==> src/rtl/dct_frame_buffer.sv <==
// rtl/dct_frame_buffer.sv - ping-pong 8-sample framer feeding the DCT slices with en/cs compute window
// Optional feature macro: FRAMER_OFFSET_BIN_EN (offset-binary sample capture).
module dct_frame_buffer #(
    parameter int DATA_W     = 8,
    parameter int DCT_CYCLES = 10,
    parameter int CNT_W      = 16
) (
    input  logic                     clk,
    input  logic                     rst_n,
    input  logic                     s_valid,
    input  logic [DATA_W-1:0]        s_data,
    output logic                     s_ready,
    output logic signed [DATA_W-1:0] input0,
    output logic signed [DATA_W-1:0] input1,
    output logic signed [DATA_W-1:0] input2,
    output logic signed [DATA_W-1:0] input3,
    output logic signed [DATA_W-1:0] input4,
    output logic signed [DATA_W-1:0] input5,
    output logic signed [DATA_W-1:0] input6,
    output logic signed [DATA_W-1:0] input7,
    output logic                     en,
    output logic                     cs,
    output logic                     frame_start,
    output logic                     busy,
    output logic [CNT_W-1:0]         frame_cnt
);

    typedef enum logic [1:0] {
        ST_IDLE = 2'd0,
        ST_RUN  = 2'd1,
        ST_GAP  = 2'd2
    } state_t;

    localparam logic [7:0]       CNT_LOAD  = 8'(DCT_CYCLES - 1);
    localparam logic [CNT_W-1:0] CNT_ONE   = {{(CNT_W-1){1'b0}}, 1'b1};

    state_t             state_q, state_d;
    logic [DATA_W-1:0]  bank_q [2][8];
    logic [DATA_W-1:0]  bank_d [2][8];
    logic [1:0]         full_q, full_d;
    logic               fill_bank_q, fill_bank_d;
    logic               rd_bank_q, rd_bank_d;
    logic [2:0]         wr_idx_q, wr_idx_d;
    logic [7:0]         cnt_q, cnt_d;
    logic [DATA_W-1:0]  lane_q [8];
    logic [DATA_W-1:0]  lane_d [8];
    logic               frame_start_q, frame_start_d;
    logic [CNT_W-1:0]   frame_cnt_q, frame_cnt_d;

    logic [DATA_W-1:0]  sample_in;
    logic               accept;

`ifdef FRAMER_OFFSET_BIN_EN
    assign sample_in = {~s_data[DATA_W-1], s_data[DATA_W-2:0]};
`else
    assign sample_in = s_data;
`endif

    // Backpressure only when neither bank can take a sample; no sample is ever dropped.
    assign s_ready = ~(full_q[0] & full_q[1]);
    assign accept  = s_valid & s_ready;

    always_comb begin
        state_d       = state_q;
        bank_d        = bank_q;
        full_d        = full_q;
        fill_bank_d   = fill_bank_q;
        rd_bank_d     = rd_bank_q;
        wr_idx_d      = wr_idx_q;
        cnt_d         = cnt_q;
        lane_d        = lane_q;
        frame_start_d = 1'b0;
        frame_cnt_d   = frame_cnt_q;

        if (accept) begin
            bank_d[fill_bank_q][wr_idx_q] = sample_in;
            if (wr_idx_q == 3'd7) begin
                full_d[fill_bank_q] = 1'b1;
                fill_bank_d         = ~fill_bank_q;
                wr_idx_d            = 3'd0;
            end else begin
                wr_idx_d = wr_idx_q + 3'd1;
            end
        end

        // Banks complete in fill order, so the read pointer simply alternates.
        case (state_q)
            ST_IDLE: begin
                if (full_q[rd_bank_q]) begin
                    for (int i = 0; i < 8; i++) begin
                        lane_d[i] = bank_q[rd_bank_q][i];
                    end
                    frame_start_d = 1'b1;
                    frame_cnt_d   = frame_cnt_q + CNT_ONE;
                    cnt_d         = CNT_LOAD;
                    state_d       = ST_RUN;
                end
            end
            ST_RUN: begin
                if (cnt_q == 8'd0) begin
                    full_d[rd_bank_q] = 1'b0;
                    rd_bank_d         = ~rd_bank_q;
                    state_d           = ST_GAP;
                end else begin
                    cnt_d = cnt_q - 8'd1;
                end
            end
            ST_GAP: begin
                state_d = ST_IDLE;
            end
            default: begin
                state_d = ST_IDLE;
            end
        endcase
    end

    always_ff @(posedge clk) begin
        if (!rst_n) begin
            state_q       <= ST_IDLE;
            full_q        <= 2'b00;
            fill_bank_q   <= 1'b0;
            rd_bank_q     <= 1'b0;
            wr_idx_q      <= 3'd0;
            cnt_q         <= 8'd0;
            frame_start_q <= 1'b0;
            frame_cnt_q   <= '0;
            for (int i = 0; i < 8; i++) begin
                lane_q[i] <= '0;
            end
        end else begin
            state_q       <= state_d;
            full_q        <= full_d;
            fill_bank_q   <= fill_bank_d;
            rd_bank_q     <= rd_bank_d;
            wr_idx_q      <= wr_idx_d;
            cnt_q         <= cnt_d;
            frame_start_q <= frame_start_d;
            frame_cnt_q   <= frame_cnt_d;
            lane_q        <= lane_d;
        end
    end

    // Bank contents are qualified by the full flags, so they need no reset.
    always_ff @(posedge clk) begin
        bank_q <= bank_d;
    end

    assign input0      = lane_q[0];
    assign input1      = lane_q[1];
    assign input2      = lane_q[2];
    assign input3      = lane_q[3];
    assign input4      = lane_q[4];
    assign input5      = lane_q[5];
    assign input6      = lane_q[6];
    assign input7      = lane_q[7];
    assign en          = (state_q == ST_RUN);
    assign cs          = en;
    assign frame_start = frame_start_q;
    assign busy        = (state_q != ST_IDLE);
    assign frame_cnt   = frame_cnt_q;

endmodule

==> config.mk <==
export PLATFORM = sky130hd
export DESIGN_NAME = dct_frame_buffer
export DESIGN_NICKNAME = d
export VERILOG_FILES = /design/src/rtl/dct_frame_buffer.sv
export SDC_FILE = /design/constraint.sdc
export NUM_CORES = 1
export LEC_CHECK = 0
export CAP_MARGIN = 25
export CORE_MARGIN = 4
export CORE_UTILIZATION = 62
export CTS_BUF_LIST = sky130_fd_sc_hd__clkbuf_2
export CTS_CLUSTER_SIZE = 20
export DETAILED_ROUTE_END_ITERATION = 7
export GPL_ROUTABILITY_DRIVEN = 0
export PLACE_DENSITY = 0.95
export SETUP_SLACK_MARGIN = 0.5
export SYNTH_ARGS = -nofsm -noshare
export SYNTH_HDL_FRONTEND = slang
export SYNTH_SLANG_ARGS = --single-unit
==> constraint.sdc <==
create_clock -name clk -period 4.3 [get_ports clk]
set_input_delay 0.86 -clock clk [delete_from_list [all_inputs] [get_ports clk]]
set_output_delay 0.86 -clock clk [all_outputs]
set_load 0.05 [all_outputs]
==> impl_metrics.py, run 1 <==
metrics = {
    "clock_network": {
        "htreeDepth": 2,
        "worstSkewPairLatency_ns": 0.77,
        "clockBufferDepth": 3,
        "inserted_clock_buffers": 52,
        "tritoncts_num_sinks": 226,
        "clock_transition_at_path_regs_ns": 0.11,
        "number_of_setup_buffers_added_after_cts": 0,
        "clock_tree_from_tritoncts": "yes",
        "cts-root-buf": "sky130_fd_sc_hd__clkbuf_2",
        "postCtsResizedCells": 0,
        "holdBufCountCts": 0,
    },
    "layout": {
        "num-fill-cells": 722,
        "finish.net_count": 755,
        "largest-register": "bank_q",
        "areaGrowthSynthToFinish_pct": 19.8,
        "largest_register_ffs": 128,
        "final_layout_size_suffix_gt1_share_pct": 14.0,
        "finish.cell_count_without_fillers": 957,
    },
    "pwr": {
        "power.switching_mw": 0.934,
        "power-per-cell-area_nw_per_um2": 383,
        "leakagePower_nw": 3.20,
        "p_seq_share_pct": 60.6,
        "intPower_mw": 2.86,
        "switching_share_pct": 24.6,
        "clockPowerShare_pct": 37.4,
        "power.combinational.fraction_pct": 2.1,
        "ir_worst_vdd_mv": 0.265,
    },
    "yosys": {
        "post_synth_instance_area_um2": 8270,
        "ys_warn_count": 0,
        "post_synth_net_total": 632,
        "yosysTopAreaCell": "sky130_fd_sc_hd__edfxtp_1",
        "synth_top_area_share_pct": 46.5,
        "syn-mean-instance-area_um2": 13.4,
        "post_synth_num_cell_types": 43,
        "synthTopCellsByArea": "sky130_fd_sc_hd__edfxtp_1 47%, sky130_fd_sc_hd__dfxtp_1 24%, sky130_fd_sc_hd__mux2i_1 7.9%",
        "number_of_synthesized_register_bits": 226,
        "synthesis.instances": 617,
        "share_of_synthesized_area_occupied_by_flip_flops_and_latches_pct": 70.2,
    },
    "timing": {
        "timing.fmax_ghz": 0.310,
        "tightestPinTransition_ns": 0.889,
        "final_period_minus_worst_setup_slack_ns": 3.23,
        "finalHoldViolCount": 0,
        "remaining_max_slew_budget_at_the_tightest_pin_pct": 40.6,
        "final.setup.tns_ns": 0,
        "period_share_pct": 75.1,
        "count_of_final_max_slew_check_failures": 0,
        "setup_violations": 0,
        "fin_worst_skew_ns": 0.0414,
        "rsz0062_at_grt": "false",
    },
    "setup_path": {
        "critPathMaxFanout": 7,
        "worst_setup_path_end_kind": "output pin",
        "required_ns": 3.44,
        "startpoint_type": "flip-flop",
        "worst-setup-path-type": "reg -> out",
        "crit_arrival_ns": 2.37,
    },
    "route": {
        "route.vias.total": 5612,
        "ant_nets": 0,
        "dr.pass1.iters": 5,
        "routed_via_density": 5.86,
        "finalWirelength_mm": 19.2,
        "initialDrtViolationCount": 536,
        "route.detailed.drc": 0,
        "routedWlPerCell_um": 20.0,
    },
    "die": {
        "die-width_um": 123,
        "design.core.area_um2": 12800,
        "core.rowCount": 41,
        "floorplan.io_pins": 96,
        "die_area_um2": 15200,
        "initial_utilization_pct": 64.4,
        "floorplan.die.height_um": 123,
    },
    "global_routing": {
        "globalRouteTotalUtil_pct": 25.7,
        "grt-ovfl-total": 0,
        "grt_first_pass_wirelength_mm": 30.0,
        "grt_max_degree": 115,
        "grt_antenna_before_repair": 1,
        "grt_pass1_vias": 5780,
    },
    "run_status": {
        "outcome": "finished, final reports clean",
    },
    "flow_run": {
        "max-cap-violations": 0,
    },
    "placed_design": {
        "place.detailed.hpwl_mm": 11.0,
        "dp.cells": 854,
        "place.port_buffers": 95,
    },
    "hold_path": {
        "worstHoldPathType": "reg -> reg",
    },
}
==> final timing paths <==
check                      from             to  slack [ns]  depth (start not counted)
setup / recovery     state_q[1]             en        1.07                          3
hold / removal    frame_cnt[13]  frame_cnt[13]        0.51                          2
setup reg to reg      full_q[0]     bank_q[66]        2.16                          3
hold reg to reg   frame_cnt[13]  frame_cnt[13]        0.51                          2
==> per-layer routing <==
layer / share of wire (%) / wire length, µm / GRT usage, %
met4: 2.9 / 553 / 10.4
met2: 52 / 9930 / 44.4
met5: 0 / 0 / 0
met3: 7.8 / 1490 / 5.17
met1: 38 / 7190 / 31.7
==> cells in the final DEF, fill, tap and decap left out, types with 6 or more instances in the layout <==
cell                              netlist  routed
sky130_fd_sc_hd__a211oi_1              66      66
sky130_fd_sc_hd__a21oi_1               13      13
sky130_fd_sc_hd__buf_4                  1       6
sky130_fd_sc_hd__clkbuf_2               0      78
sky130_fd_sc_hd__clkdlybuf4s50_1        0      95
sky130_fd_sc_hd__clkinv_1               0       9
sky130_fd_sc_hd__clkinv_2               0       8
sky130_fd_sc_hd__dfxtp_1               98      97
sky130_fd_sc_hd__edfxtp_1             128     128
sky130_fd_sc_hd__inv_1                  7       7
sky130_fd_sc_hd__mux2i_1               65      65
sky130_fd_sc_hd__nand2_1               17      17
sky130_fd_sc_hd__nand3_1                9       9
sky130_fd_sc_hd__nor2_1                95      95
sky130_fd_sc_hd__nor3_1                 9       9
sky130_fd_sc_hd__or3_1                  8       8
sky130_fd_sc_hd__or4_1                  6       6
sky130_fd_sc_hd__xor2_1                10      10
==> stage by stage <==
| step | hold slack, ns | cell area, µm² | setup WS [ns] | util, % | power (mW) |
|---|---|---|---|---|---|
| after detailed placement | 0.488 | 9330 | 1.14 | 72.8 | 2.42 |
| after global placement | 0.460 | 9330 | 1.29 | 72.8 | 2.41 |
| after global routing | 0.530 | 9900 | 0.941 | 77.2 | 3.92 |
| after floorplan | 0.462 | 8270 | 1.88 | - | 2.38 |
| final | 0.505 | 9900 | 1.07 | 77.2 | 3.80 |
| after CTS | 0.502 | 9830 | 1.10 | 76.7 | 3.80 |
==> worst max-delay path: stages (launching register included) <==
cell	delay (ns)
sky130_fd_sc_hd__dfxtp_1	0.36
sky130_fd_sc_hd__nand2b_1	0.22
sky130_fd_sc_hd__inv_1	0.21
sky130_fd_sc_hd__clkdlybuf4s50_1	0.84
==> power by group through the flow <==
stage	logic, mW	registers [mW]	clock network [mW]
4_1_cts	0.0744	2.30	1.42
3_3_place_gp	0.0674	2.35	0
3_5_place_dp	0.0725	2.35	0
2_1_floorplan	0.0301	2.35	0
5_1_grt	0.0828	2.30	1.53
6_report	0.0779	2.30	1.42
==> cells by family after synthesis <==
kind of cell,share of synthesized area (%)
buf+inv,2.21
compound gates,8.36
flops,70.2
mux,8.01
fa+ha+maj,0.606
simple gates,9.42
xor+xnor,1.17
==> Yosys cell counts (all sizes together) <==
| master | number |
|---|---|
| nand2 | 17 |
| o21a | 1 |
| o211ai | 1 |
| a21boi | 1 |
| nor2 | 95 |
| inv | 8 |
| or2 | 2 |
| xnor2 | 1 |
| mux2 | 1 |
| or4b | 1 |
| buf | 14 |
| dfxtp | 98 |
| nand4 | 5 |
| o21ai | 5 |
| xor2 | 10 |
| or3 | 9 |
| a211oi | 66 |
| or4 | 7 |
| mux2i | 65 |
| nand2b | 4 |
| ha | 4 |
| a21oi | 14 |
| and2 | 1 |
| and4 | 1 |
| clkbuf | 22 |
| nand3b | 1 |
| o2111ai | 1 |
| a311oi | 1 |
| or3b | 1 |
| and4bb | 1 |
| edfxtp | 128 |
| nor3 | 9 |
| nand3 | 9 |
| o31ai | 5 |
| a31oi | 3 |
| nor4 | 2 |
| and3 | 3 |
==> area by class of cell <==
type,count,area (µm²),area share (%)
Clock inverter,20,111,1.12
Tap cell,172,215,2.17
Clock buffer,78,390,3.94
Inverter,8,30.0,0.303
Antenna cell,1,2.50,0.0253
Timing Repair Buffer,105,1070,10.8
Sequential cell,226,5810,58.7
Multi-Input combinational cell,347,2280,23.0
Note: power is estimated with default switching activity, not from simulation.
==> inputs of run 2 (changes only) <==
--- a/config.mk
+++ b/config.mk
@@ -7,12 +7,12 @@
 export LEC_CHECK = 0
 export CAP_MARGIN = 25
 export CORE_MARGIN = 4
-export CORE_UTILIZATION = 62
+export CORE_UTILIZATION = 58
 export CTS_BUF_LIST = sky130_fd_sc_hd__clkbuf_2
 export CTS_CLUSTER_SIZE = 20
 export DETAILED_ROUTE_END_ITERATION = 7
 export GPL_ROUTABILITY_DRIVEN = 0
-export PLACE_DENSITY = 0.95
+export PLACE_DENSITY = 0.9
 export SETUP_SLACK_MARGIN = 0.5
 export SYNTH_ARGS = -nofsm -noshare
 export SYNTH_HDL_FRONTEND = slang
==> constraint.sdc (replaced) <==
create_clock -name clk -period 3.2 [get_ports clk]
set_input_delay 0.64 -clock clk [delete_from_list [all_inputs] [get_ports clk]]
set_output_delay 0.64 -clock clk [all_outputs]
set_load 0.05 [all_outputs]
==> impl_metrics.py, run 2 (synthesis results as in run 1) <==
metrics = {
    "run_status": {
        "outcome": "finished, final reports clean",
    },
    "clock_network": {
        "clock_tree_from_tritoncts": "yes",
        "cts-root-buf": "sky130_fd_sc_hd__clkbuf_2",
        "htreeDepth": 2,
        "clockBufferDepth": 3,
        "holdBufCountCts": 0,
        "worstSkewPairLatency_ns": 0.79,
        "tritoncts_num_sinks": 226,
        "clock_transition_at_path_regs_ns": 0.11,
        "inserted_clock_buffers": 52,
    },
    "layout": {
        "largest_register_ffs": 128,
        "seqCellArea_um2": 5810,
        "finish.net_count": 756,
        "num-fill-cells": 882,
        "layout_commonest_cell": "sky130_fd_sc_hd__edfxtp_1",
        "multi_input_gate_area_um2": 2280,
        "final_layout_size_suffix_gt1_share_pct": 13.4,
        "areaGrowthSynthToFinish_pct": 19.5,
        "mostFrequentLayoutCells": "128 x sky130_fd_sc_hd__edfxtp_1, 97 x sky130_fd_sc_hd__dfxtp_1, 95 x sky130_fd_sc_hd__nor2_1",
        "largest-register": "bank_q",
    },
    "setup_path": {
        "path_cells": "clkdlybuf4s50_1",
        "timing.critical_path.slowest_stage_cell": "sky130_fd_sc_hd__clkdlybuf4s50_1",
        "critPathMaxFanout": 4,
        "required_ns": 2.56,
        "cp_num_buf_inv": 1,
        "crit_path_max_delay_family": "buffers and inverters",
        "startpoint_type": "flip-flop",
        "worst-setup-path-type": "reg -> out",
        "cp_slowest_stage_delay_ns": 0.82,
        "worst_setup_path_end_kind": "output pin",
        "crit_arrival_ns": 2.00,
    },
    "die": {
        "die-width_um": 127,
        "floorplan.io_pins": 96,
        "floorplan.die.height_um": 127,
        "die_area_um2": 16200,
        "initial_utilization_pct": 59.3,
        "design.core.area_um2": 13900,
        "core.rowCount": 43,
    },
    "pwr": {
        "clockPowerShare_pct": 35.2,
        "power.switching_mw": 1.17,
        "power.combinational.fraction_pct": 2.1,
        "switching_share_pct": 23.8,
        "intPower_mw": 3.76,
        "leakagePower_nw": 3.34,
        "power-per-cell-area_nw_per_um2": 499,
        "p_seq_share_pct": 62.7,
        "ir_worst_vdd_mv": 0.330,
    },
    "global_routing": {
        "globalRouteTotalUtil_pct": 21.9,
        "grt-ovfl-total": 0,
        "grt_pass1_vias": 5527,
        "grt_first_pass_wirelength_mm": 28.0,
        "grt_antenna_before_repair": 1,
        "grt_max_degree": 71,
    },
    "route": {
        "finalWirelength_mm": 17.6,
        "routed_via_density": 5.67,
        "initialDrtViolationCount": 413,
        "route.detailed.drc": 0,
        "ant_nets": 0,
        "routedWlPerCell_um": 18.3,
        "dr.pass1.iters": 5,
        "route.vias.total": 5470,
    },
    "timing": {
        "fin_worst_skew_ns": 0.0655,
        "final_critical_path_setup_slack_ns": 0.564,
        "rsz0062_at_grt": "false",
        "remaining_max_slew_budget_at_the_tightest_pin_pct": 44.6,
        "setup_violations": 0,
        "timing.fmax_ghz": 0.379,
        "finalHoldViolCount": 0,
        "tightestPinTransition_ns": 0.829,
        "final_period_minus_worst_setup_slack_ns": 2.64,
        "count_of_final_max_slew_check_failures": 0,
        "period_share_pct": 82.4,
        "final.setup.tns_ns": 0,
    },
    "placed_design": {
        "place.port_buffers": 95,
        "place.detailed.hpwl_mm": 11.0,
        "dp_slack_ns": 0.383,
    },
    "hold_path": {
        "worstHoldPathType": "reg -> reg",
    },
    "flow_run": {
        "max-cap-violations": 0,
    },
}
-- run 2: cell types whose count changed in the layout (fill, tap and decap cells not counted) --
cell,before,now
sky130_fd_sc_hd__clkinv_2,8,1
sky130_fd_sc_hd__buf_4,6,8
sky130_fd_sc_hd__dlygate4sd2_1,0,9
sky130_fd_sc_hd__clkdlybuf4s50_1,95,77
sky130_fd_sc_hd__clkdlybuf4s15_2,0,1
sky130_fd_sc_hd__bufinv_16,1,0
sky130_fd_sc_hd__dlymetal6s2s_1,0,7
sky130_fd_sc_hd__clkbuf_4,2,0
sky130_fd_sc_hd__buf_12,0,3
sky130_fd_sc_hd__buf_16,2,0
sky130_fd_sc_hd__clkinv_1,9,15
sky130_fd_sc_hd__clkbuf_2,78,79
-- run 2: what timing repair did --
action	in CTS	in global routing
cloned	0	0
endpoints found under the setup margin	11	8
buffers inserted	0	0
hold endpoints to repair	0	0
resized for setup	13	9
-- run 2: routing by layer --
metal | vias to the layer above | GRT usage [%] | routed length (µm)
met4 | 0 | 9.72 | 476
li1 | 2580 | - | -
met5 | - | 0 | 0
met3 | 39 | 4.72 | 1140
met2 | 226 | 37.7 | 9170
met1 | 2625 | 26.6 | 6830
-- run 2: power groups by stage --
stage          clock network [mW]  registers [mW]  logic, mW
2_1_floorplan                   0            3.15     0.0404
3_3_place_gp                    0            3.15     0.0965
3_5_place_dp                    0            3.16      0.102
4_1_cts                      1.77            3.09      0.104
5_1_grt                      1.94            3.09      0.113
6_report                     1.74            3.09      0.104
-- run 2: final timing paths --
kind	start	to	slack, ns	cells after the start
setup / recovery	frame_cnt[13]	frame_cnt[13]	0.56	1
hold / removal	frame_cnt[15]	frame_cnt[15]	0.50	2
setup reg to reg	rd_bank_q	input3[6]	0.97	5
hold reg to reg	frame_cnt[15]	frame_cnt[15]	0.50	2
-- run 2: metrics by stage --
stage	hold WS [ns]	power [mW]	area (µm²)	std cells	utilization (%)
after global routing	0.527	5.14	9880	964	70.9
final	0.500	4.93	9880	964	70.9
after CTS	0.494	4.96	9840	962	70.6
after global placement	0.464	3.25	9400	866	67.4
after floorplan	0.462	3.19	8270	617	-
after detailed placement	0.482	3.26	9400	866	67.4
-- run 2: final cells by class --
type                            instances  share of cell area, %
Clock inverter                         18                  0.697
Antenna cell                            1                 0.0253
Tap cell                              180                   2.28
Multi-Input combinational cell        347                   23.1
Inverter                                8                  0.304
Timing Repair Buffer                  106                   10.9
Sequential cell                       226                   58.8
Clock buffer                           78                   3.95
